===== src/rtl/uart_rx_core_if.sv =====
// Receiver-side bundle: serial line and sample strobe in, handshake pulses and word/status out.
// master = the receiver core, slave = the generator/consumer side.
interface uart_rx_core_if #(
    parameter int DATA_BITS = 8
);
    logic                 rx_in;
    logic                 sample_clk;
    logic                 rx_start;
    logic                 rx_done;
    logic [DATA_BITS-1:0] rx_data;
    logic                 rx_valid;
    logic                 parity_err;
    logic                 frame_err;
    logic                 busy;

    modport master (
        input  rx_in, sample_clk,
        output rx_start, rx_done, rx_data, rx_valid, parity_err, frame_err, busy
    );

    modport slave (
        output rx_in, sample_clk,
        input  rx_start, rx_done, rx_data, rx_valid, parity_err, frame_err, busy
    );
endinterface


===== src/rtl/uart_rx_core.sv =====
// UART receiver: majority-votes 9x oversampled bits and deserialises LSB-first.
// Latency: rx_valid/rx_done one clk after the stop-bit index-5 strobe.
// No backpressure: rx_valid is a pulse and rx_data holds until the next word.
module uart_rx_core #(
    parameter int DATA_BITS = 8,
    parameter int PARITY    = 0
) (
    input  logic          clk,
    input  logic          rst,
    uart_rx_core_if.master rx
);
    localparam int BW = $clog2(DATA_BITS);
    localparam logic [BW-1:0] LAST_BIT = BW'(DATA_BITS - 1);

    typedef enum logic [2:0] {S_IDLE, S_START, S_DATA, S_PARITY, S_STOP} state_t;

    state_t               state;
    logic                 rx_m, rx_s, rx_d;
    logic [3:0]           sample_cnt;
    logic                 s3, s4;
    logic [BW-1:0]        bit_cnt;
    logic [DATA_BITS-1:0] shreg;
    logic                 par_bit;
    logic                 fall, vote, at5, at8, pe_next;

    always_ff @(posedge clk or posedge rst) begin
        if (rst) begin
            rx_m <= 1'b1;
            rx_s <= 1'b1;
            rx_d <= 1'b1;
        end else begin
            rx_m <= rx.rx_in;
            rx_s <= rx_m;
            rx_d <= rx_s;
        end
    end

    always_comb begin
        fall = rx_d & ~rx_s;
        vote = (s3 & s4) | (s3 & rx_s) | (s4 & rx_s);
        at5  = rx.sample_clk && (sample_cnt == 4'd5);
        at8  = rx.sample_clk && (sample_cnt == 4'd8);
        pe_next = 1'b0;
        if (PARITY == 1)
            pe_next = ~(^shreg ^ par_bit);
        else if (PARITY == 2)
            pe_next = ^shreg ^ par_bit;
    end

    always_ff @(posedge clk or posedge rst) begin
        if (rst) begin
            state         <= S_IDLE;
            sample_cnt    <= 4'd0;
            s3            <= 1'b0;
            s4            <= 1'b0;
            bit_cnt       <= '0;
            shreg         <= '0;
            par_bit       <= 1'b0;
            rx.rx_start   <= 1'b0;
            rx.rx_done    <= 1'b0;
            rx.rx_data    <= '0;
            rx.rx_valid   <= 1'b0;
            rx.parity_err <= 1'b0;
            rx.frame_err  <= 1'b0;
            rx.busy       <= 1'b0;
        end else begin
            rx.rx_start <= 1'b0;
            rx.rx_done  <= 1'b0;
            rx.rx_valid <= 1'b0;

            // Strobes only count while a frame is in flight; IDLE ignores them.
            if (state != S_IDLE && rx.sample_clk) begin
                sample_cnt <= (sample_cnt == 4'd8) ? 4'd0 : sample_cnt + 4'd1;
                if (sample_cnt == 4'd3) s3 <= rx_s;
                if (sample_cnt == 4'd4) s4 <= rx_s;
            end

            case (state)
                S_IDLE: begin
                    if (fall) begin
                        rx.rx_start <= 1'b1;
                        rx.busy     <= 1'b1;
                        sample_cnt  <= 4'd0;
                        state       <= S_START;
                    end
                end
                S_START: begin
                    if (at5 && vote) begin
                        rx.rx_done <= 1'b1;
                        rx.busy    <= 1'b0;
                        sample_cnt <= 4'd0;
                        state      <= S_IDLE;
                    end else if (at8) begin
                        bit_cnt <= '0;
                        state   <= S_DATA;
                    end
                end
                S_DATA: begin
                    if (at5)
                        shreg <= {vote, shreg[DATA_BITS-1:1]};
                    if (at8) begin
                        if (bit_cnt == LAST_BIT)
                            state <= (PARITY != 0) ? S_PARITY : S_STOP;
                        else
                            bit_cnt <= bit_cnt + 1'b1;
                    end
                end
                S_PARITY: begin
                    if (at5) par_bit <= vote;
                    if (at8) state <= S_STOP;
                end
                S_STOP: begin
                    // Finish at the stop-bit centre so a back-to-back start edge is not missed.
                    if (at5) begin
                        rx.rx_valid   <= 1'b1;
                        rx.rx_done    <= 1'b1;
                        rx.rx_data    <= shreg;
                        rx.frame_err  <= ~vote;
                        rx.parity_err <= pe_next;
                        rx.busy       <= 1'b0;
                        sample_cnt    <= 4'd0;
                        state         <= S_IDLE;
                    end
                end
                default: state <= S_IDLE;
            endcase
        end
    end
endmodule


===== src/flat_wrapper.sv =====
// flat-port wrapper written by rule: the top's interface ports become plain ports
module uart_rx_core_flat 
#(
    parameter int DATA_BITS = 8,
    parameter int PARITY    = 0
)
  (clk, rst, rx_rx_in, rx_sample_clk, rx_rx_start, rx_rx_done, rx_rx_data, rx_rx_valid, rx_parity_err, rx_frame_err, rx_busy);
  uart_rx_core_if #(.DATA_BITS(DATA_BITS)) rx_i ();
  input  logic clk;
  input  logic rst;
  input wire logic [$bits(rx_i.rx_in)-1:0] rx_rx_in;
  input wire logic [$bits(rx_i.sample_clk)-1:0] rx_sample_clk;
  output wire logic [$bits(rx_i.rx_start)-1:0] rx_rx_start;
  output wire logic [$bits(rx_i.rx_done)-1:0] rx_rx_done;
  output wire logic [$bits(rx_i.rx_data)-1:0] rx_rx_data;
  output wire logic [$bits(rx_i.rx_valid)-1:0] rx_rx_valid;
  output wire logic [$bits(rx_i.parity_err)-1:0] rx_parity_err;
  output wire logic [$bits(rx_i.frame_err)-1:0] rx_frame_err;
  output wire logic [$bits(rx_i.busy)-1:0] rx_busy;
  assign rx_i.rx_in = rx_rx_in;
  assign rx_i.sample_clk = rx_sample_clk;
  assign rx_rx_start = rx_i.rx_start;
  assign rx_rx_done = rx_i.rx_done;
  assign rx_rx_data = rx_i.rx_data;
  assign rx_rx_valid = rx_i.rx_valid;
  assign rx_parity_err = rx_i.parity_err;
  assign rx_frame_err = rx_i.frame_err;
  assign rx_busy = rx_i.busy;
  uart_rx_core #(.DATA_BITS(DATA_BITS), .PARITY(PARITY)) u_core (.clk(clk), .rst(rst), .rx(rx_i));
endmodule

===== config.mk =====
export PLATFORM = sky130hd
export DESIGN_NAME = uart_rx_core_flat
export DESIGN_NICKNAME = d
export VERILOG_FILES = /design/src/rtl/uart_rx_core_if.sv /design/src/rtl/uart_rx_core.sv /design/src/flat_wrapper.sv
export SDC_FILE = /design/constraint.sdc
export NUM_CORES = 1
export LEC_CHECK = 0
export CORE_MARGIN = 4
export CORE_UTILIZATION = 30
export CTS_BUF_LIST = sky130_fd_sc_hd__clkbuf_8
export DETAILED_ROUTE_END_ITERATION = 10
export SLEW_MARGIN = 30
export SYNTH_ARGS = -nofsm -noshare
export SYNTH_HDL_FRONTEND = slang
export SYNTH_SLANG_ARGS = --single-unit

===== constraint.sdc =====
create_clock -name clk -period 3.39 [get_ports clk]
set_input_delay 0.678 -clock clk [delete_from_list [all_inputs] [get_ports clk]]
set_output_delay 0.678 -clock clk [all_outputs]
set_load 0.005 [all_outputs]

==> impl_metrics.py <==
metrics = {
    "setup_path": {
        "worst_setup_path_start_kind": "input pin",
        "crit_chain": "clkdlybuf4s50_1 > and4b_1 > nand3_2 > mux2_4",
        "reg2reg_depth": 5,
        "cp.arrival_ns": 2.25,
        "worst-path-buf-inv": 1,
        "endpoint_kind": "flip-flop",
        "crit_path_top_delay_cell": "clkdlybuf4s50_1",
        "critPathMaxStageDelay_ns": 0.51,
        "path_class": "input pin to flip-flop",
        "cp_top_family": "simple AND/OR/NAND/NOR gates",
        "r2r_start": "u_core.sample_cnt[1]$_DFF_PP0_",
        "r2r-end": "u_core.rx.rx_data[4]$_DFFE_PP0N_",
        "crit_required_ns": 3.55,
        "crit_fanout": 11,
        "reg2reg_setup_slack_ns": 1.51,
    },
    "clocking": {
        "post_cts_buffers": 0,
        "cts_buffer_depth": 2,
        "cts_tree": "built",
        "numCtsBuffers": 5,
        "cts.clk_slew.worst_paths_ns": 0.06,
        "htreeDepth": 2,
        "root_buffer": "clkbuf_8",
        "ctsHoldBuffers": 0,
        "worstSkewPairLatency_ns": 0.28,
        "ctsResizeCount": 0,
        "clkSinkCount": 36,
    },
    "timing": {
        "maxSlewViolCount": 0,
        "finalCriticalPeriod_ns": 2.093,
        "hold_slack_ns": 0.3581,
        "hold_viol": 0,
        "clock_skew_ns": 0.007318,
        "rsz0062_at_grt": "no",
        "max_freq_mhz": 477.9,
        "worst_slack_ns": 1.297,
        "finalSetupViolCount": 0,
        "setup_tns_ns": 0,
        "period_share_pct": 61.73,
    },
    "synth": {
        "synth-edff-count": 0,
        "synthSimpleGateAreaFrac_pct": 13.18,
        "ys_async_sr_fraction_pct": 100.0,
        "netlist.area_leader.share_pct": 51.16,
        "yosys_register_bits": 36,
        "synthAdderAreaFrac_pct": 4.496,
        "synth_top_family_by_area": "multiplexers",
        "syn_area_per_cell_um2": 12.71,
        "synth_area_mm2": 0.001614,
        "synth_seq_area_share_pct": 56.05,
        "synth_mux_area_share_pct": 16.28,
        "synth_xor_area_share_pct": 1.085,
        "synth_top_area_cell": "dfrtp_1",
        "ys_warn_count": 0,
        "synth_compound_area_share_pct": 4.419,
        "syn_inst": 127,
        "yosys_most_used_dff": "dfrtp_1",
        "synth_nets": 136,
        "synthTopCellsByArea": "dfrtp_1 51%, mux2_2 9.8%, mux2_4 6.5%, dfstp_2 4.9%, ha_1 3.9%",
        "yosysUniqueCellTypes": 32,
    },
    "hold_path": {
        "holdPathEnd": "u_core.rx_s$_DFF_PP1_",
        "min_from": "u_core.rx_m$_DFF_PP1_",
        "hold_path_class": "flip-flop to flip-flop",
        "hold_path_depth": 0,
    },
    "cells_and_area": {
        "final_common_cell": "dfrtp_1",
        "antennaDiodeCount": 0,
        "fin_nets": 154,
        "drive_above_1_share_pct": 23.97,
        "syn_to_final_growth_pct": 17.75,
        "fin_cells": 216,
        "final_cell_mix": "33 x dfrtp_1, 16 x clkdlybuf4s50_1, 14 x mux2_2, 14 x nor2_1",
    },
    "global_route": {
        "grt_pass1_wl_um": 5154,
        "overflow": 0,
        "grt_antenna_before_repair": 0,
        "grt_max_degree": 37,
        "grt_util_all_layers_pct": 10.50,
        "grt_pass1_vias": 1073,
    },
    "route": {
        "ant_nets": 0,
        "drtIter0Drc": 116,
        "dr.pass1.iters": 4,
        "wire_per_inst_um": 13.38,
        "num_vias": 995,
        "drt_wl_total_um": 2891,
        "vias_per_cell": 4.606,
        "post-route-drc-count": 0,
    },
    "power_and_ir_drop": {
        "cellPowerDensity_mw_per_mm2": 567.7,
        "p_leak_nw": 0.9186,
        "peakVddDrop_v": 0.0001985,
        "p_total_mw": 1.079,
    },
    "die": {
        "dieArea_mm2": 0.006618,
        "fp-row-count": 26,
        "io-pin-count": 18,
        "fp.dieW_um": 81.35,
        "coreArea_mm2": 0.005172,
        "initial_core_util_pct": 31.20,
        "fp.dieH_um": 81.35,
    },
    "placement": {
        "io_buffers": 16,
        "placed_cells": 208,
        "place_ws_ns": 1.009,
        "gp_congestion": 0.8495,
        "hpwl_um": 2073,
    },
    "status": {
        "status": "finished clean",
    },
    "flow_run": {
        "cap_violations": 0,
    },
}
[registers in the layout, summed over array words and instances (netlist names)]
register,count
u_core.bit_cnt,3
u_core.rx.busy,1
u_core.rx.frame_err,1
u_core.rx.rx_data,8
u_core.rx.rx_done,1
u_core.rx.rx_start,1
u_core.rx.rx_valid,1
u_core.rx_d,1
u_core.rx_m,1
u_core.rx_s,1
u_core.s3,1
u_core.s4,1
u_core.sample_cnt,4
u_core.shreg,8
u_core.state,3
[cells in the mapped netlist, drive strengths merged, types with 2 or more instances]
master	count
dfrtp	33
mux2	21
nor2	14
buf	6
ha	5
inv	5
nand2	5
nor3	4
a21oi	3
and3	3
dfstp	3
nand3	3
nor2b	3
o21ai	3
and4b	2
xor2	2
[metrics by stage]
step / utilization [%] / instance area [um2]
after global placement: 35.17 / 1819
after CTS: 36.74 / 1901
after global routing: 36.74 / 1901
final: 36.74 / 1901
after detailed placement: 35.17 / 1819
after floorplan: - / 1614
[cells by family after synthesis]
family          after synthesis
other cells                   1
compound gates               11
fa+ha+maj                     6
xor+xnor                      2
buf+inv                      11
simple gates                 39
mux                          21
flops                        36
[per-layer routing]
metal  track usage [%]  wire, um
met2             18.40      1615
met1             11.63      1185
met3             2.772        58
met5                 0         0
met4             5.236        32
[worst max path at each step]
stage | from | end | slack, ns | cells past startpoint
floorplan | u_core.bit_cnt[0]$_DFFE_PP0P_ | u_core.bit_cnt[0]$_DFFE_PP0P_ | 1.77 | 6
global placement | rx_sample_clk | u_core.rx.rx_data[4]$_DFFE_PP0N_ | 1.04 | 4
detailed placement | rx_sample_clk | u_core.rx.rx_data[1]$_DFFE_PP0N_ | 1.01 | 4
CTS | rx_sample_clk | u_core.rx.rx_data[4]$_DFFE_PP0N_ | 1.31 | 4
global route | rx_sample_clk | u_core.rx.rx_data[4]$_DFFE_PP0N_ | 1.22 | 4
finish | rx_sample_clk | u_core.rx.rx_data[4]$_DFFE_PP0N_ | 1.30 | 4
[cell type report]
cell class,count,area [um2]
clock inverter,3,12.51
timing repair buffer,17,167.7
sequential,36,904.6
clock buffer,5,68.82
multi-input combinational,80,640.6
inverter,5,18.77
fill,515,3272
tap,70,87.58
[report_power, final]
part           leakage (nW)  internal, mW  switching (mW)
registers             0.474         0.489          0.0734
clock network        0.0505         0.138           0.138
logic                 0.394         0.116           0.124
total                 0.919         0.743           0.336
Note: power is estimated with default switching activity, not from simulation.
